**src/rtl/cpu_types_pkg.sv**
```systemverilog
// Shared types for the core's pipeline control: register index, hazard FSM states and
// the per-latch control bundle driven by hazard_unit.
package cpu_types_pkg;

    typedef logic [4:0] regbits_t;

    typedef enum logic [1:0] {
        RUN    = 2'd0,
        DWAIT  = 2'd1,
        HALTED = 2'd2
    } hazard_state_t;

    typedef struct packed {
        logic pc_en;
        logic ifid_en;
        logic ifid_flush;
        logic idex_en;
        logic idex_flush;
        logic exmem_en;
        logic exmem_flush;
        logic memwb_en;
        logic memwb_flush;
    } hazard_ctrl_t;

    // Bit groups: pc | ifid en,flush | idex en,flush | exmem en,flush | memwb en,flush
    localparam hazard_ctrl_t CTRL_ADVANCE    = 9'b1_10_10_10_10;
    localparam hazard_ctrl_t CTRL_RESET      = 9'b0_01_01_01_01;
    localparam hazard_ctrl_t CTRL_HOLD_ALL   = 9'b0_00_00_00_00;
    localparam hazard_ctrl_t CTRL_HALT_DRAIN = 9'b0_01_01_01_10;
    localparam hazard_ctrl_t CTRL_DWAIT      = 9'b0_00_00_00_01;
    localparam hazard_ctrl_t CTRL_BRANCH     = 9'b1_01_01_01_10;
    localparam hazard_ctrl_t CTRL_LOAD_USE   = 9'b0_00_01_10_10;
    localparam hazard_ctrl_t CTRL_FETCH_MISS = 9'b0_01_10_10_10;

    function automatic logic is_load_use(
        input logic     ex_mem_read,
        input regbits_t ex_wr,
        input regbits_t rs,
        input regbits_t rt,
        input logic     uses_rt
    );
        return ex_mem_read && (ex_wr != '0) &&
               ((ex_wr == rs) || (uses_rt && (ex_wr == rt)));
    endfunction

endpackage

```
**src/rtl/sat_counter.sv**
```systemverilog
// Saturating up-counter with synchronous clear; used for the hazard perf counters.
module sat_counter #(
    parameter int CNT_W = 32
) (
    input  logic             clk_i,
    input  logic             clear_i,
    input  logic             inc_i,
    output logic [CNT_W-1:0] count_o
);

    logic [CNT_W-1:0] count_q;
    logic [CNT_W-1:0] count_d;

    always_comb begin
        count_d = count_q;
        if (inc_i && (count_q != '1)) begin
            count_d = count_q + CNT_W'(1);
        end
    end

    always_ff @(posedge clk_i) begin
        if (clear_i) begin
            count_q <= '0;
        end else begin
            count_q <= count_d;
        end
    end

    assign count_o = count_q;

endmodule

```
**src/rtl/hazard_unit.sv**
```systemverilog
// Pipeline stall/flush/enable control for the 5-stage core (load-use, data wait, branch, halt).
// Optional perf counters are built only when HAZARD_PERF_EN is defined.
//
//   state  | meaning
//   RUN    | normal issue; priority rules halt > data wait > branch > load-use > fetch miss
//   DWAIT  | data access outstanding; pipeline frozen, MEM/WB bubbled until dhit
//   HALTED | halt retired into WB; everything held until reset
module hazard_unit
    import cpu_types_pkg::*;
#(
    parameter int MAX_DWAIT = 256,
    parameter int CNT_W     = 32
) (
    input  logic             CLK,
    input  logic             nRST,
    input  regbits_t         id_rsel1,
    input  regbits_t         id_rsel2,
    input  logic             id_usesRt,
    input  logic             ex_memRead,
    input  regbits_t         ex_writeReg,
    input  logic             mem_dREN,
    input  logic             mem_dWEN,
    input  logic             dhit,
    input  logic             ihit,
    input  logic             mem_pcSrc,
    input  logic             mem_halt,
    output logic             pc_en,
    output logic             ifid_en,
    output logic             ifid_flush,
    output logic             idex_en,
    output logic             idex_flush,
    output logic             exmem_en,
    output logic             exmem_flush,
    output logic             memwb_en,
    output logic             memwb_flush,
    output logic             halted,
    output logic             dwait_timeout,
    output logic [CNT_W-1:0] stall_cycles,
    output logic [CNT_W-1:0] flush_events,
    output logic [CNT_W-1:0] dwait_cycles
);

    localparam int WCNT_W = $clog2(MAX_DWAIT + 1);
    localparam logic [WCNT_W-1:0] DWAIT_LIMIT = WCNT_W'(MAX_DWAIT);

    hazard_state_t     state_q, state_d;
    logic [WCNT_W-1:0] dwait_cnt_q, dwait_cnt_d, dwait_cnt_inc;
    logic              dwait_timeout_q, dwait_timeout_d;
    hazard_ctrl_t      ctrl;
    logic              data_busy;
    logic              load_use;

    assign data_busy = (mem_dREN || mem_dWEN) && !dhit;
    assign load_use  = is_load_use(ex_memRead, ex_writeReg, id_rsel1, id_rsel2, id_usesRt);

    always_comb begin
        ctrl    = CTRL_ADVANCE;
        state_d = state_q;
        case (state_q)
            RUN, DWAIT: begin
                if ((state_q == DWAIT) && !dhit) begin
                    ctrl    = CTRL_DWAIT;
                    state_d = DWAIT;
                end else if (mem_halt) begin
                    ctrl    = CTRL_HALT_DRAIN;
                    state_d = HALTED;
                end else if (data_busy) begin
                    ctrl    = CTRL_DWAIT;
                    state_d = DWAIT;
                end else begin
                    state_d = RUN;
                    if (mem_pcSrc) begin
                        ctrl = CTRL_BRANCH;
                    end else if (load_use) begin
                        // load-use outranks a fetch miss: PC is held, so the fetch simply retries
                        ctrl = CTRL_LOAD_USE;
                    end else if (!ihit) begin
                        ctrl = CTRL_FETCH_MISS;
                    end
                end
            end
            HALTED: begin
                ctrl = CTRL_HOLD_ALL;
            end
            default: begin
                ctrl    = CTRL_RESET;
                state_d = RUN;
            end
        endcase
        if (!nRST) begin
            ctrl = CTRL_RESET;
        end
    end

    // Count saturates at the limit so a stuck access cannot wrap and re-arm anything.
    assign dwait_cnt_inc   = (dwait_cnt_q == DWAIT_LIMIT) ? dwait_cnt_q : dwait_cnt_q + WCNT_W'(1);
    assign dwait_cnt_d     = ((state_q == DWAIT) && (state_d == DWAIT)) ? dwait_cnt_inc : '0;
    assign dwait_timeout_d = dwait_timeout_q ||
                             ((state_q == DWAIT) && (dwait_cnt_inc == DWAIT_LIMIT));

    always_ff @(posedge CLK) begin
        if (!nRST) begin
            state_q         <= RUN;
            dwait_cnt_q     <= '0;
            dwait_timeout_q <= 1'b0;
        end else begin
            state_q         <= state_d;
            dwait_cnt_q     <= dwait_cnt_d;
            dwait_timeout_q <= dwait_timeout_d;
        end
    end

    assign pc_en         = ctrl.pc_en;
    assign ifid_en       = ctrl.ifid_en;
    assign ifid_flush    = ctrl.ifid_flush;
    assign idex_en       = ctrl.idex_en;
    assign idex_flush    = ctrl.idex_flush;
    assign exmem_en      = ctrl.exmem_en;
    assign exmem_flush   = ctrl.exmem_flush;
    assign memwb_en      = ctrl.memwb_en;
    assign memwb_flush   = ctrl.memwb_flush;
    assign halted        = nRST && (state_q == HALTED);
    assign dwait_timeout = dwait_timeout_q;

`ifdef HAZARD_PERF_EN
    logic stall_inc, flush_inc, dwait_inc;

    assign stall_inc = nRST && (state_q != HALTED) && !ctrl.pc_en;
    assign flush_inc = nRST && ((state_q == RUN) || ((state_q == DWAIT) && dhit)) &&
                       !mem_halt && !data_busy && mem_pcSrc;
    assign dwait_inc = nRST && (state_q == DWAIT);

    sat_counter #(.CNT_W(CNT_W)) u_stall_cnt (
        .clk_i   (CLK),
        .clear_i (!nRST),
        .inc_i   (stall_inc),
        .count_o (stall_cycles)
    );

    sat_counter #(.CNT_W(CNT_W)) u_flush_cnt (
        .clk_i   (CLK),
        .clear_i (!nRST),
        .inc_i   (flush_inc),
        .count_o (flush_events)
    );

    sat_counter #(.CNT_W(CNT_W)) u_dwait_cnt (
        .clk_i   (CLK),
        .clear_i (!nRST),
        .inc_i   (dwait_inc),
        .count_o (dwait_cycles)
    );
`else
    assign stall_cycles = '0;
    assign flush_events = '0;
    assign dwait_cycles = '0;
`endif

endmodule

```
**config.mk**
```make
export PLATFORM = sky130hd
export DESIGN_NAME = hazard_unit
export DESIGN_NICKNAME = d
export VERILOG_FILES = /design/src/rtl/cpu_types_pkg.sv /design/src/rtl/sat_counter.sv /design/src/rtl/hazard_unit.sv
export SDC_FILE = /design/constraint.sdc
export NUM_CORES = 1
export LEC_CHECK = 0
export BUFFER_PORTS_ARGS = -buffer_cell sky130_fd_sc_hd__clkbuf_2
export CORE_MARGIN = 4
export CORE_UTILIZATION = 30
export CTS_CLUSTER_SIZE = 14
export DETAILED_ROUTE_END_ITERATION = 7
export GPL_ROUTABILITY_DRIVEN = 0
export PLACE_DENSITY = 0.71
export SKIP_LAST_GASP = 1
export SYNTH_ARGS = -nofsm -noshare
export SYNTH_HDL_FRONTEND = slang
export SYNTH_SLANG_ARGS = --single-unit
```
**constraint.sdc**
```tcl
create_clock -name CLK -period 2.51 [get_ports CLK]
set_input_delay 0.251 -clock CLK [delete_from_list [all_inputs] [get_ports CLK]]
set_output_delay 0.251 -clock CLK [all_outputs]
set_load 0.02 [all_outputs]
```
# Yosys cells after proc, flatten, opt, wreduce, memory -nomap -nowiden
# Index checks and enable logic that the tools add are counted.
[totals]
inputBits = 25
output_inout_bits = 107
ff_bits = 12
[op_classes]
n_mux = 13
n_eq_ne = 7
add_sub_neg = 1
reduce_logical = 16
[op_table]
columns = ["operator", "n"]
rows = [
  ["$mux 9", 8],
  ["$eq 9x9->1 const B", 2],
  ["$pmux 9 s2", 1],
  ["$eq 5x5->1", 2],
  ["$add 9x1->9 const B", 1],
  ["$logic_and 1x1->1", 8],
  ["$reduce_bool 5->1", 1],
  ["$eq 2x1->1 const B", 2],
  ["$mux 2", 2],
  ["$pmux 2 s2", 1],
  ["$logic_or 1x1->1", 3],
  ["$eq 2x2->1 const B", 1],
  ["$logic_not 2->1", 1],
  ["$reduce_and 2->1", 1],
  ["$reduce_or 2->1", 1],
  ["$logic_not 1->1", 1],
  ["$mux 1", 1],
]

# Longest topological paths before layout
# Gate-level depths: netlist of the first run.
[logic_depth]
word_depth = 11
mapped_depth = 6
mapped_depth_nobuf = 6

# Least setup slack after synthesis of the first run
# Ideal clock, no wire load.
[synth_timing]
kind = "register to register"
start = "reg dwait_cnt_q[3]"
end = "reg dwait_timeout_q (netlist: dwait_timeout)"
n_path_buf = 0
path_slack_ns = 0.586
period_less_slack_ns = 1.924
arrival_ns = 1.865
t_required_ns = 2.451
path_stages_with_launch = 6
path_cell_list = "dfxtp_1 > or4_4 > nor4b_4 > mux2_4 > a211oi_1 > a22o_1"
[synth_between]
elab_chain_len = 5
elab_cells_between_ends = 6
[synth_lines]
columns = ["element", "line", "text"]
rows = [
  ["start, declared", "hazard_unit.sv:47", "logic [WCNT_W-1:0] dwait_cnt_q, dwait_cnt_d, dwait_cnt_inc;"],
  ["start signal, assigned", "hazard_unit.sv:108", "dwait_cnt_q <= dwait_cnt_d;"],
  ["$add 9x1->9 / $eq 9x9->1 (equally long branches)", "hazard_unit.sv:96", "assign dwait_cnt_inc = (dwait_cnt_q == DWAIT_LIMIT) ? dwait_cnt_q : dwait_cnt_q + WCNT_W'(1);"],
  ["$mux 9 *", "hazard_unit.sv:96", ""],
  ["$eq 9x9->1 *", "hazard_unit.sv:99", "((state_q == DWAIT) && (dwait_cnt_inc == DWAIT_LIMIT));"],
  ["$logic_and 1x1->1 *", "hazard_unit.sv:99", ""],
  ["$logic_or 1x1->1 *", "hazard_unit.sv:98", "assign dwait_timeout_d = dwait_timeout_q ||"],
  ["end signal, assigned", "hazard_unit.sv:109", "dwait_timeout_q <= dwait_timeout_d;"],
  ["end, declared", "hazard_unit.sv:48", "logic dwait_timeout_q, dwait_timeout_d;"],
]
# Mark *: on every way between the ends. The rest lies on a longest branch, timed or not.
# A chain may end at the register's enable or synchronous reset.

# Final worst setup path of the first run
[layout_timing]
start = "reg state_q[1]"
end = "out ifid_en"
[layout_between]
elab_chain_len = 5
elab_cells_between_ends = 8
[layout_lines]
columns = ["element", "line", "text"]
rows = [
  ["start, declared", "hazard_unit.sv:46", "hazard_state_t state_q, state_d;"],
  ["start signal, assigned", "hazard_unit.sv:107", "state_q <= state_d;"],
  ["$eq 2x1->1", "hazard_unit.sv:59, hazard_unit.sv:61", ""],
  ["$logic_and 1x1->1", "hazard_unit.sv:61", "if ((state_q == DWAIT) && !dhit) begin"],
  ["$mux 9", "hazard_unit.sv:61", ""],
  ["$pmux 9 s2 *", "hazard_unit.sv:59", "case (state_q)"],
  ["$mux 9 *", "hazard_unit.sv:90", "if (!nRST) begin"],
  ["end, declared", "hazard_unit.sv:28", "output logic ifid_en,"],
]
# Marks and branches as above.

==> impl_metrics.tcl, run 1 <==
set metrics [dict create \
    initial_core_utilization_pct 31.3 \
    share_of_yosys_cell_area_claimed_by_the_top_area_cell_type_pct 44.6 \
    power.static_leakage_nw 0.817 \
    worstPathRequired_ns 2.26 \
    setup_tns_ns 0 \
    crit_path_end_kind "primary output" \
    final_hold_viol_count 0 \
    drive_above_1_share_pct 18.8 \
    power_density_nw_per_um2 375 \
    route.detailed.drc 0 \
    grt_overflow_total 0 \
    detail_route.wirelength_um 2700 \
    synthesis.area_per_instance_um2 7.73 \
    fp.coreArea_um2 5200 \
    detailroute.wirelength.met3_um 414 \
    ant_nets 0 \
    wire_length_of_the_first_global_routing_pass_um 3590 \
    synth_commonest_cells "sky130_fd_sc_hd__buf_4, sky130_fd_sc_hd__nor2_1, sky130_fd_sc_hd__dfxtp_1" \
    tightest_hold_check_type "in -> reg" \
    report.final.slew_viol_count 0 \
    synth_edf_count 0 \
    worst_path_clk_slew_ns 0.05 \
    global_route.usage.total_pct 6.76 \
    detail_route.wirelength.met1_um 909 \
    flip_flop_and_latch_count_after_synthesis 12 \
    time_the_final_worst_path_needs_with_i_o_delays_and_setup_ns 2.04 \
    buffer_depth_of_the_longest_clock_path 2 \
    vias_per_cell 3.66 \
    dp_hpwl_um 2390 \
    crit_fanout 8 \
    top_layer_used "met3" \
    cts-resized-gates 0 \
    final_nets 274 \
    syn-cell-area_um2 1630 \
    die_width_um 81.7 \
    fraction_of_synthesis_flops_using_an_asynchronous_set_or_reset_pin_pct 0 \
    clock_tree.root_cell "sky130_fd_sc_hd__clkbuf_8" \
    setup-violations-final 0 \
    firstDrtPassIters 4 \
    worstPathArrival_ns 1.78 \
    setup_ws_ns 0.475 \
    status "complete, no violations" \
    cts_post_setup_buffers_inserted 0 \
    dr_wl_met2_um 1370 \
    rsz0062_at_grt "no" \
    cell_accounting_for_the_most_synthesized_area "sky130_fd_sc_hd__buf_4" \
    ys_top_cells_by_area "sky130_fd_sc_hd__buf_4, sky130_fd_sc_hd__dfxtp_1, sky130_fd_sc_hd__xor2_1, sky130_fd_sc_hd__nor2_1, sky130_fd_sc_hd__xnor2_1" \
    yosysMostFrequentCell "sky130_fd_sc_hd__buf_4" \
    clock_tree.htree_level_count 1 \
    max_freq_mhz 491 \
    timing.final.crit_share_pct 81.1 \
    tritoncts "done" \
    drt-wirelength-per-cell_um 8.56 \
    setup.worst_path.start_class "flip-flop" \
    dominantRegCellSynth "sky130_fd_sc_hd__dfxtp_1" \
    placed_cells_incl_taps 312 \
    total_placed_instance_area_um2 1520 \
    number_of_drc_markers_after_the_initial_detailed_route_iteration 31 \
    cts_num_sinks 12 \
    worst_ir_drop_vdd_v 0.000186 \
    clock-skew-final_ns 0.000866 \
    area_growth_syn_to_layout_pct -4.60 \
    pin_count 132 \
    synth_cell_types 40 \
    clkLatencyLatePin_ns 0.23 \
    yosysSeqAreaShare_pct 14.7 \
    hold_buffers 0 \
    cap_viol_max_count 0 \
    timing_worst_setup_path_type "reg -> out" \
    grt_pass1_vias 890 \
    std_cell_rows 26 \
    fp.dieArea_um2 6680 \
    post_route_cell_area_um2 1560 \
    grt_start_max_net_pins 9 \
    antenna_violations_before_repair 0 \
    portBuffers 35 \
    die-height_um 81.7 \
    ys_warn_count 0 \
    cts_inserted_buffers 3 \
    routed-via-count 1153 \
    layout.cells.non_filler 315 \
    worst_setup_slack_after_placement_ns 0.489 \
    n_diodes 0 \
    postSynthCellCount 211 \
]
## stage by stage
step	hold slack (ns)	utilization, %	total power, W
after detailed placement	0.478	29.1	0.000413
after global routing	0.274	29.9	0.000616
final	0.267	29.9	0.000583
after global placement	0.481	29.1	0.000411
after floorplan	0.327	-	0.000487
after CTS	0.265	29.9	0.000584
## critical path, cell delays in order (launching register included)
cell and delay (ns):
sky130_fd_sc_hd__dfxtp_1 0.37, sky130_fd_sc_hd__o41ai_1 0.51, sky130_fd_sc_hd__nand3b_1 0.19, sky130_fd_sc_hd__nor2_1 0.16, sky130_fd_sc_hd__and3_1 0.17, sky130_fd_sc_hd__clkbuf_2 0.16
## flip-flops by register name (all words and copies together) (netlist names)
| register | flops |
|---|---|
| dwait_cnt_q | 9 |
| dwait_timeout | 1 |
| state_q | 2 |
## power breakdown
part | switching, W | internal [W]
clock | 0.0000642 | 0.000105
sequential | 0.00000373 | 0.000193
combinational | 0.000178 | 0.0000393
## area by class of cell
type | instances | area, µm²
sequential | 12 | 240
clock buffer | 3 | 41.3
inverter | 5 | 18.8
tap | 70 | 87.6
multi-input combinational | 190 | 993
timing repair buffer | 35 | 175
fill | 584 | 3650
## layout by cell type, fill, tap and decap left out, types with 2 or more instances in the layout
cell | netlist | routed
sky130_fd_sc_hd__nand3_1 | 4 | 4
sky130_fd_sc_hd__and3_2 | 2 | 2
sky130_fd_sc_hd__nor2_1 | 17 | 17
sky130_fd_sc_hd__nand2_1 | 5 | 5
sky130_fd_sc_hd__a21oi_1 | 4 | 4
sky130_fd_sc_hd__ha_1 | 2 | 2
sky130_fd_sc_hd__o21ai_0 | 7 | 7
sky130_fd_sc_hd__clkbuf_8 | 0 | 3
sky130_fd_sc_hd__dfxtp_1 | 12 | 12
sky130_fd_sc_hd__xnor2_1 | 7 | 7
sky130_fd_sc_hd__and3_1 | 5 | 5
sky130_fd_sc_hd__conb_1 | 1 | 96
sky130_fd_sc_hd__clkbuf_2 | 0 | 35
sky130_fd_sc_hd__nor3_1 | 2 | 2
sky130_fd_sc_hd__inv_1 | 5 | 5
sky130_fd_sc_hd__xor2_1 | 11 | 11
sky130_fd_sc_hd__nand3b_1 | 2 | 2
sky130_fd_sc_hd__nor3b_1 | 2 | 2
sky130_fd_sc_hd__or2_2 | 2 | 2
sky130_fd_sc_hd__nand2b_1 | 2 | 2
## per-layer routing
metal	track usage, %	up-vias
met5	0	-
met4	0.332	0
met3	3.62	0
met2	12.6	70
met1	6.96	513
li1	-	570
## worst paths after layout
path | from | endpoint | slack [ns] | cells past startpoint
worst max register to register | dwait_cnt_q[3] | dwait_timeout | 0.50 | 5
worst max-delay path | state_q[1] | ifid_en | 0.47 | 5
worst min-delay path | dhit | state_q[0] | 0.27 | 2
worst min register to register | dwait_timeout | dwait_timeout | 0.49 | 1
## kinds of logic after synthesis
family | count (synthesis) | synth area share [%]
compound gates | 21 | 8.36
flops | 12 | 14.7
buf+inv | 104 | 46.2
xor+xnor | 18 | 9.66
fa+ha+maj | 2 | 1.53
mux | 2 | 1.53
other cells | 1 | 0.230
simple gates | 51 | 17.7
Power figures use the tool's default switching activity.
==> run 2, diff against run 1 <==
--- a/config.mk
+++ b/config.mk
@@ -5,6 +5,7 @@
 export SDC_FILE = /design/constraint.sdc
 export NUM_CORES = 1
 export LEC_CHECK = 0
+export ABC_AREA = 1
 export BUFFER_PORTS_ARGS = -buffer_cell sky130_fd_sc_hd__clkbuf_2
 export CORE_MARGIN = 4
 export CORE_UTILIZATION = 30
==> constraint.sdc (replaced) <==
create_clock -name CLK -period 2.1 [get_ports CLK]
set_input_delay 0.21 -clock CLK [delete_from_list [all_inputs] [get_ports CLK]]
set_output_delay 0.21 -clock CLK [all_outputs]
set_load 0.02 [all_outputs]
==> impl_metrics.tcl, run 2 <==
set metrics [dict create \
    timing.final.crit_share_pct 88.5 \
    fp.coreArea_um2 5240 \
    route.detailed.drc 0 \
    clkLatencyLatePin_ns 0.23 \
    worst_ir_drop_vdd_v 0.000232 \
    crit_path_end_kind "primary output" \
    final_hold_viol_count 0 \
    clock_tree.root_cell "sky130_fd_sc_hd__clkbuf_8" \
    report.final.slew_viol_count 0 \
    setup_tns_ns 0 \
    synth_edf_count 0 \
    cts_num_sinks 12 \
    std_cell_rows 26 \
    tritoncts "done" \
    drt-wirelength-per-cell_um 7.95 \
    rsz0062_at_grt "no" \
    power_density_nw_per_um2 440 \
    routed-via-count 1298 \
    wire_length_of_the_first_global_routing_pass_um 4220 \
    setup_ws_ns 0.242 \
    final_nets 325 \
    antenna_violations_before_repair 0 \
    setup-violations-final 0 \
    number_of_drc_markers_after_the_initial_detailed_route_iteration 27 \
    dp_hpwl_um 2610 \
    largest_reg_flops 9 \
    portBuffers 35 \
    area_growth_syn_to_layout_pct -3.63 \
    worst_path_clk_slew_ns 0.05 \
    fin_worst_hold_slack_ns 0.310 \
    global_route.usage.total_pct 7.88 \
    cap_viol_max_count 0 \
    flip_flop_and_latch_count_after_synthesis 12 \
    grt_start_max_net_pins 10 \
    synthesis.area_per_instance_um2 6.38 \
    internal_power_w 0.000403 \
    cell_accounting_for_the_most_synthesized_area "sky130_fd_sc_hd__buf_4" \
    startpoint "state_q[1]" \
    cp-endpoint "ifid_en" \
    reg2reg_to "dwait_timeout" \
    cts_inserted_buffers 3 \
    cts-resized-gates 0 \
    ys_warn_count 0 \
    grt_pass1_vias 1065 \
    reg_to_reg_critical_path_startpoint "dwait_cnt_q[1]" \
    worst-r2r-cell-count 8 \
    total_switching_power_w 0.000298 \
    syn-cell-area_um2 1650 \
    buffer_depth_of_the_longest_clock_path 2 \
    grt_overflow_total 0 \
    pin_count 132 \
    dominantRegCellSynth "sky130_fd_sc_hd__dfxtp_1" \
    fill_cells 597 \
    final_common_cell "sky130_fd_sc_hd__conb_1" \
    postSynthCellCount 259 \
    vias_per_cell 3.55 \
    synth_commonest_cells "sky130_fd_sc_hd__buf_4, sky130_fd_sc_hd__nand2_1, sky130_fd_sc_hd__inv_1" \
    yosysSeqAreaShare_pct 14.5 \
    totalPowerFinal_w 0.000701 \
    synth_cell_types 19 \
    tightest_hold_check_type "in -> reg" \
    ys_top_cells_by_area "sky130_fd_sc_hd__buf_4, sky130_fd_sc_hd__dfxtp_1, sky130_fd_sc_hd__nand2_1, sky130_fd_sc_hd__inv_1, sky130_fd_sc_hd__nor2_1" \
    initial_core_utilization_pct 31.6 \
    fraction_of_synthesis_flops_using_an_asynchronous_set_or_reset_pin_pct 0 \
    hold_buffers 0 \
    setup.worst_path.start_class "flip-flop" \
    power.static_leakage_nw 0.929 \
    yosysMostFrequentCell "sky130_fd_sc_hd__buf_4" \
    n_diodes 0 \
    timing_worst_setup_path_type "reg -> out" \
    time_the_final_worst_path_needs_with_i_o_delays_and_setup_ns 1.86 \
    regArea_um2 240 \
    power_frac_clock_pct 28.5 \
    reg2reg_setup_slack_ns 0.60 \
    crit_fanout 5 \
    worstPathArrival_ns 1.65 \
    max_freq_mhz 538 \
    die-height_um 82.2 \
    ant_nets 0 \
    largest-register "dwait_cnt_q" \
    status "complete, no violations" \
    layout_common_cells "sky130_fd_sc_hd__conb_1, sky130_fd_sc_hd__nand2_1, sky130_fd_sc_hd__clkbuf_2, sky130_fd_sc_hd__inv_1, sky130_fd_sc_hd__nor2_1" \
    seq_pwr_share_pct 33.4 \
    cts_post_setup_buffers_inserted 0 \
    multi_input_comb_area_um2 921 \
    fp.dieArea_um2 6760 \
    share_of_yosys_cell_area_claimed_by_the_top_area_cell_type_pct 43.6 \
    worst_setup_slack_after_placement_ns 0.499 \
    sw_frac_of_total_pct 42.5 \
    worstPathRequired_ns 1.89 \
    combPwrFrac_pct 38.0 \
    clock_tree.htree_level_count 1 \
    detail_route.wirelength_um 2910 \
    firstDrtPassIters 4 \
    die_width_um 82.2 \
    drive_above_1_share_pct 14.2 \
    clock-skew-final_ns 0.00202 \
]
[run 2: cell count changes in the layout (fill, tap and decap cells not counted), moves of 6 or more]
cell	previous run	this run
sky130_fd_sc_hd__inv_1	5	34
sky130_fd_sc_hd__a21oi_1	4	10
sky130_fd_sc_hd__nor2_1	17	28
sky130_fd_sc_hd__nand2_1	5	37
sky130_fd_sc_hd__nand3_1	4	12
[run 2: worst min path at each step]
stage	cells past startpoint	slack [ns]	start	end
after floorplan	2	0.38	nRST	state_q[0]
after global placement	2	0.45	dwait_timeout	dwait_timeout
after detailed placement	2	0.45	dwait_timeout	dwait_timeout
after CTS	4	0.31	mem_halt	state_q[0]
after global routing	4	0.35	mem_halt	state_q[0]
final	4	0.31	mem_halt	state_q[0]
[run 2: stage by stage]
| step | util [%] | cells | cell area, µm² |
|---|---|---|---|
| CTS | 30.4 | 366 | 1590 |
| global route | 30.4 | 366 | 1590 |
| floorplan | - | 354 | 2010 |
| detailed placement | 29.6 | 363 | 1550 |
| global placement | 29.6 | 363 | 1550 |
| finish | 30.4 | 366 | 1590 |
[run 2: kinds of logic after synthesis]
group / count (synthesis) / synth area share (%)
xor+xnor: 8 / 4.24
compound gates: 18 / 5.60
fa+ha+maj: 2 / 1.51
other cells: 1 / 0.227
buf+inv: 130 / 51.3
simple gates: 88 / 22.6
flops: 12 / 14.5
[run 2: layout make-up]
| cell class | count | area share (%) |
|---|---|---|
| sequential | 12 | 15.1 |
| clock buffer | 3 | 2.59 |
| multi-input combinational | 212 | 57.8 |
| timing repair buffer | 35 | 11.0 |
| inverter | 34 | 8.01 |
| tap | 70 | 5.50 |
[run 2: per-layer routing]
metal / wire (µm) / GRT usage [%]
met1: 1070 / 8.93
met2: 1500 / 13.9
met3: 288 / 1.30
met4: 57 / 4.32
met5: 0 / 0
[run 2: power by group through the flow]
stage / registers, W / clock network [W] / logic (W)
floorplan: 0.000238 / 0 / 0.000350
global placement: 0.000239 / 0 / 0.000260
detailed placement: 0.000239 / 0 / 0.000261
CTS: 0.000234 / 0.000210 / 0.000262
global route: 0.000234 / 0.000222 / 0.000293
finish: 0.000234 / 0.000200 / 0.000267
[run 2: worst max-delay path: stages (launching register included)]
cell	delay, ns
sky130_fd_sc_hd__dfxtp_1	0.40
sky130_fd_sc_hd__nor2_1	0.09
sky130_fd_sc_hd__nand2_1	0.07
sky130_fd_sc_hd__inv_1	0.06
sky130_fd_sc_hd__nor2_1	0.12
sky130_fd_sc_hd__nand4_1	0.15
sky130_fd_sc_hd__nor2_1	0.17
sky130_fd_sc_hd__nand2_1	0.08
sky130_fd_sc_hd__nor2_1	0.09
sky130_fd_sc_hd__clkbuf_2	0.17
